<file path="config.mk">
export PLATFORM = sky130hd
export DESIGN_NAME = conv_accel_engine_flat
export DESIGN_NICKNAME = d
export VERILOG_FILES = /design/src/rtl/conv_accel_pkg.sv /design/src/rtl/conv_accel_if.sv /design/src/rtl/accel_out_fifo.sv /design/src/rtl/conv_accel_engine.sv /design/src/flat_wrapper.sv
export SDC_FILE = /design/constraint.sdc
export NUM_CORES = 2
export LEC_CHECK = 0
export CAP_MARGIN = 10
export CORE_AREA = 2 2 311 313
export DETAILED_ROUTE_END_ITERATION = 10
export DIE_AREA = 0 0 313 315
export PLACE_DENSITY = 0.88
export SETUP_SLACK_MARGIN = 0.4
export SLEW_MARGIN = 20
export SYNTH_ARGS = -nofsm -noshare
export SYNTH_HDL_FRONTEND = slang
export SYNTH_SLANG_ARGS = --single-unit
</file>
<file path="constraint.sdc">
create_clock -name clk -period 14 [get_ports clk]
set_input_delay 2.8 -clock clk [delete_from_list [all_inputs] [get_ports clk]]
set_output_delay 2.8 -clock clk [all_outputs]
set_load 0.02 [all_outputs]
</file>
<file path="src/rtl/conv_accel_pkg.sv">
// Shared types and helpers for the 1-D convolution accelerator.
package conv_accel_pkg;

  typedef enum logic [0:0] {
    S_IDLE    = 1'b0,
    S_COMPUTE = 1'b1
  } state_t;

  localparam int CA_DW    = 32;
  localparam int CA_ACC_W = 64;

  // Index width for an n-entry array; never narrower than one bit.
  function automatic int idx_w(input int n);
    return (n > 1) ? $clog2(n) : 1;
  endfunction

  function automatic logic signed [CA_ACC_W-1:0] sext_prod(
    input logic signed [CA_DW-1:0] a,
    input logic signed [CA_DW-1:0] b
  );
    logic signed [2*CA_DW-1:0] p;
    p = a * b;
    return CA_ACC_W'(p);
  endfunction

endpackage

</file>
<file path="src/rtl/conv_accel_if.sv">
// Host-side bus of the convolution accelerator: word writes, result pops, status.
interface conv_accel_if #(
  parameter int DW    = 32,
  parameter int ACC_W = 64
);
  logic [31:0]      addr;
  logic             en_w;
  logic [DW-1:0]    data_in;
  logic             en_r;
  logic [ACC_W-1:0] data_out;
  logic             out_empty;
  logic             out_full;
  logic             busy;
  logic             done;
  logic             wr_err;

  modport master (
    output addr, en_w, data_in, en_r,
    input  data_out, out_empty, out_full, busy, done, wr_err
  );

  modport slave (
    input  addr, en_w, data_in, en_r,
    output data_out, out_empty, out_full, busy, done, wr_err
  );
endinterface

</file>
<file path="src/rtl/accel_out_fifo.sv">
// Synchronous first-word-fall-through result FIFO; head reads 0 while empty.
module accel_out_fifo #(
  parameter int W     = 64,
  parameter int DEPTH = 4
) (
  input  logic         clk,
  input  logic         reset,
  input  logic         push,
  input  logic [W-1:0] push_data,
  input  logic         pop,
  output logic [W-1:0] head,
  output logic         empty,
  output logic         full
);
  localparam int AW = $clog2(DEPTH);

  logic [W-1:0] mem [DEPTH];
  logic [AW:0]  wp, rp;
  logic         pop_ok, push_ok;

  assign empty   = (wp == rp);
  assign full    = (wp[AW] != rp[AW]) && (wp[AW-1:0] == rp[AW-1:0]);
  assign pop_ok  = pop && !empty;
  // A full FIFO still takes a push when a pop frees the head slot in the same cycle.
  assign push_ok = push && (!full || pop_ok);
  assign head    = empty ? '0 : mem[rp[AW-1:0]];

  always_ff @(posedge clk or posedge reset) begin
    if (reset) begin
      wp <= '0;
      rp <= '0;
    end else begin
      if (push_ok) wp <= wp + 1'b1;
      if (pop_ok)  rp <= rp + 1'b1;
    end
  end

  always_ff @(posedge clk) begin
    if (push_ok) mem[wp[AW-1:0]] <= push_data;
  end
endmodule

</file>
<file path="src/rtl/conv_accel_engine.sv">
// Memory-mapped 1-D convolution engine: slot load, tap-serial MAC, FIFO output.
// Define CONV_ACCEL_RELU_EN to clamp negative results to zero before they are queued.
module conv_accel_engine
  import conv_accel_pkg::*;
#(
  parameter int DW          = 32,
  parameter int ACC_W       = 64,
  parameter int N_DATA      = 4,
  parameter int N_TAPS      = 3,
  parameter int FILT_BASE   = 60,
  parameter int OFIFO_DEPTH = 4
) (
  input  logic        clk,
  input  logic        reset,
  conv_accel_if.slave bus
);
  localparam int N_OUT = N_DATA - N_TAPS + 1;
  localparam int DIW   = idx_w(N_DATA);
  localparam int FIW   = idx_w(N_TAPS);
  localparam int JW    = idx_w(N_OUT);

  state_t state;

  logic [DW-1:0]           data_q [N_DATA];
  logic [DW-1:0]           filt_q [N_TAPS];
  logic [N_DATA-1:0]       dvalid, dset;
  logic [N_TAPS-1:0]       fvalid, fset;
  logic [JW-1:0]           j;
  logic [FIW-1:0]          k;
  logic signed [ACC_W-1:0] acc, prod, acc_nx, push_data;
  logic [31:0]             word;
  logic                    is_data, is_filt, all_set;
  logic [DIW-1:0]          d_idx, di;
  logic [FIW-1:0]          f_idx;
  logic [DW-1:0]           d_sel, f_sel;
  logic                    last_tap, last_out, push_req, stall;
  logic                    fifo_full, fifo_empty;
  logic                    done_q, wr_err_q;

  assign word    = {2'b00, bus.addr[31:2]};
  assign is_data = word < 32'(N_DATA);
  assign is_filt = (word >= 32'(FILT_BASE)) && (word < 32'(FILT_BASE + N_TAPS));
  assign d_idx   = word[DIW-1:0];
  assign f_idx   = FIW'(word - 32'(FILT_BASE));

  always_comb begin
    dset = '0;
    fset = '0;
    if (bus.en_w && state == S_IDLE) begin
      if (is_data) dset[d_idx] = 1'b1;
      if (is_filt) fset[f_idx] = 1'b1;
    end
  end

  // The write that fills the last slot counts toward starting the run.
  assign all_set = (&(dvalid | dset)) && (&(fvalid | fset));

  assign di    = DIW'(j) + DIW'(k);
  assign d_sel = data_q[di];
  assign f_sel = filt_q[k];

  generate
    if (DW == CA_DW && ACC_W == CA_ACC_W) begin : g_pkg_mul
      assign prod = sext_prod(d_sel, f_sel);
    end else begin : g_gen_mul
      assign prod = ACC_W'(signed'(d_sel)) * ACC_W'(signed'(f_sel));
    end
  endgenerate

  assign acc_nx = ((k == '0) ? '0 : acc) + prod;

`ifdef CONV_ACCEL_RELU_EN
  assign push_data = acc_nx[ACC_W-1] ? '0 : acc_nx;
`else
  assign push_data = acc_nx;
`endif

  assign last_tap = (k == FIW'(N_TAPS - 1));
  assign last_out = (j == JW'(N_OUT - 1));
  assign push_req = (state == S_COMPUTE) && last_tap;
  // Hold the MAC while the result has nowhere to go; a same-cycle pop makes room.
  assign stall    = push_req && fifo_full && !bus.en_r;

  always_ff @(posedge clk or posedge reset) begin
    if (reset) begin
      state    <= S_IDLE;
      dvalid   <= '0;
      fvalid   <= '0;
      j        <= '0;
      k        <= '0;
      acc      <= '0;
      done_q   <= 1'b0;
      wr_err_q <= 1'b0;
    end else begin
      done_q <= 1'b0;
      case (state)
        S_IDLE: begin
          dvalid <= dvalid | dset;
          fvalid <= fvalid | fset;
          if (all_set) begin
            state <= S_COMPUTE;
            j     <= '0;
            k     <= '0;
          end
        end
        default: begin
          if (bus.en_w && (is_data || is_filt)) wr_err_q <= 1'b1;
          if (!stall) begin
            acc <= acc_nx;
            if (last_tap) begin
              k <= '0;
              if (last_out) begin
                state  <= S_IDLE;
                done_q <= 1'b1;
                dvalid <= '0;
                fvalid <= '0;
                j      <= '0;
              end else begin
                j <= j + 1'b1;
              end
            end else begin
              k <= k + 1'b1;
            end
          end
        end
      endcase
    end
  end

  always_ff @(posedge clk) begin
    if (state == S_IDLE && bus.en_w) begin
      if (is_data) data_q[d_idx] <= bus.data_in;
      if (is_filt) filt_q[f_idx] <= bus.data_in;
    end
  end

  accel_out_fifo #(
    .W     (ACC_W),
    .DEPTH (OFIFO_DEPTH)
  ) u_ofifo (
    .clk       (clk),
    .reset     (reset),
    .push      (push_req),
    .push_data (push_data),
    .pop       (bus.en_r),
    .head      (bus.data_out),
    .empty     (fifo_empty),
    .full      (fifo_full)
  );

  assign bus.out_empty = fifo_empty;
  assign bus.out_full  = fifo_full;
  assign bus.busy      = (state == S_COMPUTE);
  assign bus.done      = done_q;
  assign bus.wr_err    = wr_err_q;
endmodule

</file>
<file path="src/flat_wrapper.sv">
// flat-port wrapper written by rule: the top's interface ports become plain ports
module conv_accel_engine_flat import conv_accel_pkg::*;
#(
  parameter int DW          = 32,
  parameter int ACC_W       = 64,
  parameter int N_DATA      = 4,
  parameter int N_TAPS      = 3,
  parameter int FILT_BASE   = 60,
  parameter int OFIFO_DEPTH = 4
)
  (clk, reset, bus_addr, bus_en_w, bus_data_in, bus_en_r, bus_data_out, bus_out_empty, bus_out_full, bus_busy, bus_done, bus_wr_err);
  conv_accel_if #(.DW(DW), .ACC_W(ACC_W)) bus_i ();
  input  logic clk;
  input  logic reset;
  input wire logic [$bits(bus_i.addr)-1:0] bus_addr;
  input wire logic [$bits(bus_i.en_w)-1:0] bus_en_w;
  input wire logic [$bits(bus_i.data_in)-1:0] bus_data_in;
  input wire logic [$bits(bus_i.en_r)-1:0] bus_en_r;
  output wire logic [$bits(bus_i.data_out)-1:0] bus_data_out;
  output wire logic [$bits(bus_i.out_empty)-1:0] bus_out_empty;
  output wire logic [$bits(bus_i.out_full)-1:0] bus_out_full;
  output wire logic [$bits(bus_i.busy)-1:0] bus_busy;
  output wire logic [$bits(bus_i.done)-1:0] bus_done;
  output wire logic [$bits(bus_i.wr_err)-1:0] bus_wr_err;
  assign bus_i.addr = bus_addr;
  assign bus_i.en_w = bus_en_w;
  assign bus_i.data_in = bus_data_in;
  assign bus_i.en_r = bus_en_r;
  assign bus_data_out = bus_i.data_out;
  assign bus_out_empty = bus_i.out_empty;
  assign bus_out_full = bus_i.out_full;
  assign bus_busy = bus_i.busy;
  assign bus_done = bus_i.done;
  assign bus_wr_err = bus_i.wr_err;
  conv_accel_engine #(.DW(DW), .ACC_W(ACC_W), .N_DATA(N_DATA), .N_TAPS(N_TAPS), .FILT_BASE(FILT_BASE), .OFIFO_DEPTH(OFIFO_DEPTH)) u_core (.clk(clk), .reset(reset), .bus(bus_i));
endmodule
</file>
### After elaboration in Yosys (flattened, before gate mapping)

Memories as Yosys holds them, arrays and structs flattened.
Cells that the tools add are included.

| storage, ports and cells | value |
|---|---|
| logic and storage cells | 109 |
| output and inout port bits | 69 |
| bits in registers | 83 |
| bits of input ports | 68 |
| memory bits (writable) | 480 |
| memories kept | 3 |

Memory list:

| memory | depth | width | read ports | clocked after Yosys merged registers in | write ports | line | text |
|---|---|---|---|---|---|---|---|
| u_core.u_ofifo.mem | 4 | 64 | 1 | 0 | 1 | accel_out_fifo.sv:17 | `logic [W-1:0] mem [DEPTH];` |
| u_core.data_q | 4 | 32 | 1 | 0 | 1 | conv_accel_engine.sv:24 | `logic [DW-1:0] data_q [N_DATA];` |
| u_core.filt_q | 3 | 32 | 1 | 0 | 1 | conv_accel_engine.sv:25 | `logic [DW-1:0] filt_q [N_TAPS];` |

| cells by class | value |
|---|---|
| eq/ne operators | 7 |
| $add $sub $neg | 7 |
| bitwise logic cells | 4 |
| multipliers | 1 |
| $lt $le $gt $ge | 7 |
| multiplexer cells | 44 |
| reduce and logical (&&, ||, !) cells | 26 |

Operator list:

| operator | count |
|---|---|
| $mux W64 | 2 |
| $add A64 B64 Y64 | 1 |
| $mul A32 B32 Y64 | 1 |
| $ge A30 B6 Y1 const B | 1 |
| $lt A30 B3 Y1 const B | 1 |
| $lt A30 B6 Y1 const B | 1 |
| $mux W1 | 24 |
| $mux W4 | 6 |
| $mux W3 | 6 |
| $logic_and A1 B1 Y1 | 12 |
| $reduce_and A3 Y1 | 3 |
| $mux W2 | 4 |
| $add A3 B1 Y3 const B | 2 |
| $lt A2 B3 Y1 const B | 2 |
| $ne A2 B2 Y1 const B | 3 |
| $reduce_and A2 Y1 | 3 |
| $demux W1 S2 | 2 |
| $ge A2 B1 Y1 const B | 2 |
| $or A4 B4 Y4 | 1 |
| $reduce_and A4 Y1 | 1 |
| $eq A3 B3 Y1 | 1 |
| $logic_not A1 Y1 | 3 |
| $or A3 B3 Y3 | 1 |
| $add A1 B2 Y2 | 1 |
| 10 further kinds | 12 |

### Depth between registers and ports, before layout

| logic depth | value |
|---|---|
| depth after elaboration | 12 |
| mapped depth | 36 |
| mapped depth without buffers | 33 |

### By module

From an unflattened synthesis, not the netlist that was laid out.

| unflattened totals | value |
|---|---|
| cell total of the unflattened synthesis | 5749 |
| area, all modules | 61411.4 um2 |

By module, submodules not included:

| module | cells each | area an instance (um2) | sequential area each (um2) | instances |
|---|---|---|---|---|
| conv_accel_engine | 5308 | 51313.0 | 8653.3 | 1 |
| accel_out_fifo | 441 | 10098.4 | 7837.5 | 1 |

### Least setup slack after synthesis

No wires, ideal clock.

| path | value |
|---|---|
| kind | reg2reg |
| from | reg u_core.j |
| to | reg u_core.acc[60] |
| data arrival time | 10.664 ns |
| period minus slack after synthesis | 10.789 ns |
| data required time | 13.875 ns |
| path slack | 3.211 ns |
| buffers on the path | 4 |
| cell stages (with the launch flop) | 31 |
| library setup time | 0.125 ns |
| path through | dfrtp_1 > ha_1 > clkbuf_1 > buf_1 > o21ai_0 > clkbuf_1 > nor2_1 > fa_1 > fa_1 > fa_1 > inv_1 > fa_1 > inv_1 > fa_1 > fa_1 > fa_1 > inv_1 > fa_1 > inv_1 > ha_1 > clkbuf_1 > a21oi_1 > o21ai_0 > a21oi_1 > o221ai_1 > a211o_1 > a31oi_4 > o21ai_2 > o41ai_2 > xnor2_1 > mux2_2 |

| between the ends | value |
|---|---|
| cells in the longest elaborated chain, start to end | 4 |

Ends and longest elaborated chain:

| element | line | text |
|---|---|---|
| start: declaration | conv_accel_engine.sv:28 | `logic [JW-1:0] j;` |
| start signal: assignment | conv_accel_engine.sv:119 | `j <= j + 1'b1;` |
| $add A1 B2 Y2 | conv_accel_engine.sv:58 | `assign di = DIW'(j) + DIW'(k);` |
| $mem_v2 Z4 W32 | n/a |  |
| $mul A32 B32 Y64 | conv_accel_pkg.sv:22 | `p = a * b;` |
| $add A64 B64 Y64 | conv_accel_engine.sv:70 | `assign acc_nx = ((k == '0) ? '0 : acc) + prod;` |
| via u_core.acc_nx[60] | conv_accel_engine.sv:30 | `logic signed [ACC_W-1:0] acc, prod, acc_nx, push_data;` |
| end signal: assignment | conv_accel_engine.sv:109 | `acc <= acc_nx;` |
| end: declaration | conv_accel_engine.sv:30 |  |

The timed path passes the listed nets, and every way through them passes these cells.
A chain may end at the register's enable or synchronous reset.

### Worst setup path in the final report

| path | value |
|---|---|
| from | reg u_core.k[1] |
| to | mem u_core.u_ofifo.mem[2][59], data pin |

| between the ends | value |
|---|---|
| cells in the longest elaborated chain, start to end | 4 |
| elaborated cells between the ends (all ways) | 7 |
| classes of those cells | add/sub: 2; mul: 1; mux: 1; reduce/logical: 1; memory: 2 |

Ends and longest elaborated chain:

| element | line | text |
|---|---|---|
| start: declaration | conv_accel_engine.sv:29 | `logic [FIW-1:0] k;` |
| start signal: assignment | conv_accel_engine.sv:122 | `k <= k + 1'b1;` |
| $add A1 B2 Y2 | conv_accel_engine.sv:58 |  |
| $mem_v2 Z4 W32 | n/a |  |
| $mul A32 B32 Y64 | conv_accel_pkg.sv:22 |  |
| $add A64 B64 Y64 (*) | conv_accel_engine.sv:70 |  |
| via u_core.acc_nx[59] | conv_accel_engine.sv:30 |  |
| end: declaration | accel_out_fifo.sv:17 |  |

Mark *: on every way through the listed nets, which the timed path passes. The rest lies on a longest branch.

==> impl_results.md <==
* Status: completed
* Class of the worst hold path: register to register
* Finished layout cell area at 66,200 um2
* Top_reg_cell synth: edfxtp_1
* P&R area growth vs syn at 8.07%
* Post-synthesis cell area at 61,300 um2
* Placed Area at 64,300 um2
* CP arrival at 11.68 ns
* Post-synthesis register bit count at 563
* Post-synthesis mux area share at 0.0352
* CTS Buffer Depth at 3
* Top Ports at 137
* DP Wirelength at 123 mm
* # setup viols final at 0
* Final WL at 167 mm
* Max VDD drop at 0.143 mV
* Yosys cell types at 64
* Leak pwr at 31.2 nW
* Syn_area_per_cell at 10.7 um2
* Slew Limit Fails at 0
* Compound-gate portion of the synthesized area at 0.0359
* WS Path Type: register to register
* Post-Place Worst Slack at 3.07 ns
* Nets at 7,298
* Skew-Pair Late Insertion Delay at 0.69 ns
* Measured slew at the worst slew-check pin at 1.21 ns
* Buf/Inv on CP at 6
* Starting Density at 0.640
* Period utilization at 0.808
* Clock slew at reported path FFs at 0.06 ns
* Via Count at 42.9k
* CTS sink cnt at 563
* Chip width at 313 um
* Critical Path Most Common Cell: fa_1
* Clk_skew at 0.0774 ns
* First-pass DRT Iterations at 6
* Layout cells sized above 1 at 0.0619
* Input/output buffers at 134
* Count leader, synth: inv_1
* H-tree levels at 2
* Final Power at 4.21 mW
* Gpl congestion at 1.01
* Fmax at 88.4 MHz
* Post-synth top area share at 0.395
* Routed Antenna Nets at 0
* CP required at 14.36 ns
* Num rows at 114
* CP max stage cell: o21a_1
* Root Buffer: clkbuf_16
* Wire per inst at 23.4 um
* R2R Setup Slk at 2.68 ns
* YS warnings at 0
* Cts-stage hold buffer count at 0
* Max Fanout on Critical Path at 40
* Area fraction in and, or, nand and nor cells after synthesis at 0.113
* XOR/XNOR share of the synthesized area at 0.0123
* Largest cells by area after synthesis: fa_1, edfxtp_1, inv_1, nand2_1, ha_1
* Tmin final at 11.32 ns
* Synth cell count leaders: inv_1, fa_1, nand2_1
* Number of remaining DRC errors at 0
* First-pass GRT wire length at 261 mm
* Layout fillers at 6,521
* Max-slew headroom at 0.189
* Main combinational cell family by area after synthesis: adder cells
* DIE AREA at 98,600 um2
* Setup WS post-layout at 2.68 ns
* Seq/Total Area, Yosys at 0.269
* Iteration-0 DRC Markers at 4,372
* Vias per cell at 6.02
* Setup Fix Bufs, Post-CTS at 0
* TritonCTS clock tree: built
* CTS Buf Count at 56
* Area share of fa/ha/maj cells after synthesis at 0.441
* Vias in the first global route at 47.7k
* Asr flop ratio synth at 0.147
* Startpoint types: register
* Post-Syn Nets at 7,247
* EDFF count, synth at 480
* Synth Instances at 5,745
* Final-report hold violation count at 0
* CP Capture Type: register
* Largest net degree at the start of global routing at 67
* Kind of cell adding the most delay to the critical path: adder cells
* Overall die height at 315 um
* Slowest stage delay, CP at 0.88 ns
* RSZ-0062 raised after global routing: no
* Max Cap Violations at 0
* Leading area contributor after synthesis: fa_1
* Core area at 95,700 um2
* Congestion Overflow GR at 0
* Setup TNS at 0 ns
* Pwr Density at 63.6 nW/um2
* Total GRT Usage at 0.353
* Initial antenna violation count at 7
* Post_cts resized at 0
kinds of logic (layout without fill, tap and decap cells):
family / Yosys count / in the layout
adders and majority gates: 1434 / 1434
muxes: 131 / 131
AOI/OAI and AO/OA: 343 / 343
buffers and inverters: 1526 / 1625
other: 0 / 5
xor gates and xnor gates: 86 / 86
DFF: 563 / 563
and+or+nand+nor: 1662 / 1662
power by group:
group	leakage [nW]	switching (mW)	internal, mW
Combinational	24.8	0.408	0.436
Clock	0.917	0.673	0.859
Sequential	5.45	0.0203	1.81
final timing paths:
path | startpoint | endpoint | cells past startpoint
worst max-delay path | u_core.k[1] | u_core.u_ofifo.mem[2][59] | 30
worst min-delay path | u_core.acc[1] | u_core.acc[1] | 2
worst max register to register | u_core.k[1] | u_core.u_ofifo.mem[2][59] | 30
worst min register to register | u_core.acc[1] | u_core.acc[1] | 2
max in group asynchronous | reset | u_core.acc[38] | 3
min in group asynchronous | reset | u_core.u_ofifo.wp[0] | 2
layout by cell type, fill, tap and decap left out, types with 70 or more instances in the layout:
cell type,netlist,final
edfxtp_1,480,480
inv_1,1272,1271
a21oi_1,78,70
clkdlybuf4s50_1,0,134
fa_1,1210,1210
nor2b_1,134,134
nand2_1,785,785
ha_1,224,223
nor2_1,582,578
dfrtp_1,83,79
buf_4,0,112
through the flow:
step           utilization  hold slack [ns]  instances
6_report             0.692            0.473       7125
2_1_floorplan            -            0.438       5745
5_1_grt              0.692            0.492       7123
3_5_place_dp         0.672            0.457       7014
3_3_place_gp         0.672            0.448       7014
4_1_cts              0.692            0.471       7120
worst min-delay path: stages (launching register included):
cell and delay [ns]:
dfrtp_1 0.34, nand2_1 0.05, nand2_1 0.05
metal layers:
layer  up-vias  track usage  routed length [um]
li1      17500            -                   -
met1     21700        0.401               51900
met2      2794        0.580               81600
met3       930       0.0997               19300
met4         6        0.246               13800
met5         -      0.00193                  48
cell type report:
| class | instances | area [um2] | share of cell area |
|---|---|---|---|
| flip-flops and latches | 563 | 16500 | 0.249 |
| repair buffers | 246 | 2180 | 0.0330 |
| clock buffers | 68 | 1480 | 0.0223 |
| inverters | 1273 | 4780 | 0.0722 |
| diodes | 5 | 12.5 | 0.000189 |
| clock inverters | 38 | 427 | 0.00644 |
| multi-input cells | 3656 | 39200 | 0.593 |
| well taps | 1276 | 1600 | 0.0241 |
registers in the layout (all words and copies together), names as in the netlist:
name / flops
u_core.u_ofifo.mem: 256
u_core.data_q: 128
u_core.filt_q: 96
u_core.acc: 64
u_core.dvalid: 4
u_core.fvalid: 3
u_core.u_ofifo.rp: 3
u_core.u_ofifo.wp: 3
u_core.k: 2
u_core.bus.busy: 1
u_core.bus.done: 1
u_core.bus.wr_err: 1
u_core.j: 1
Power figures use the tool's default switching activity.
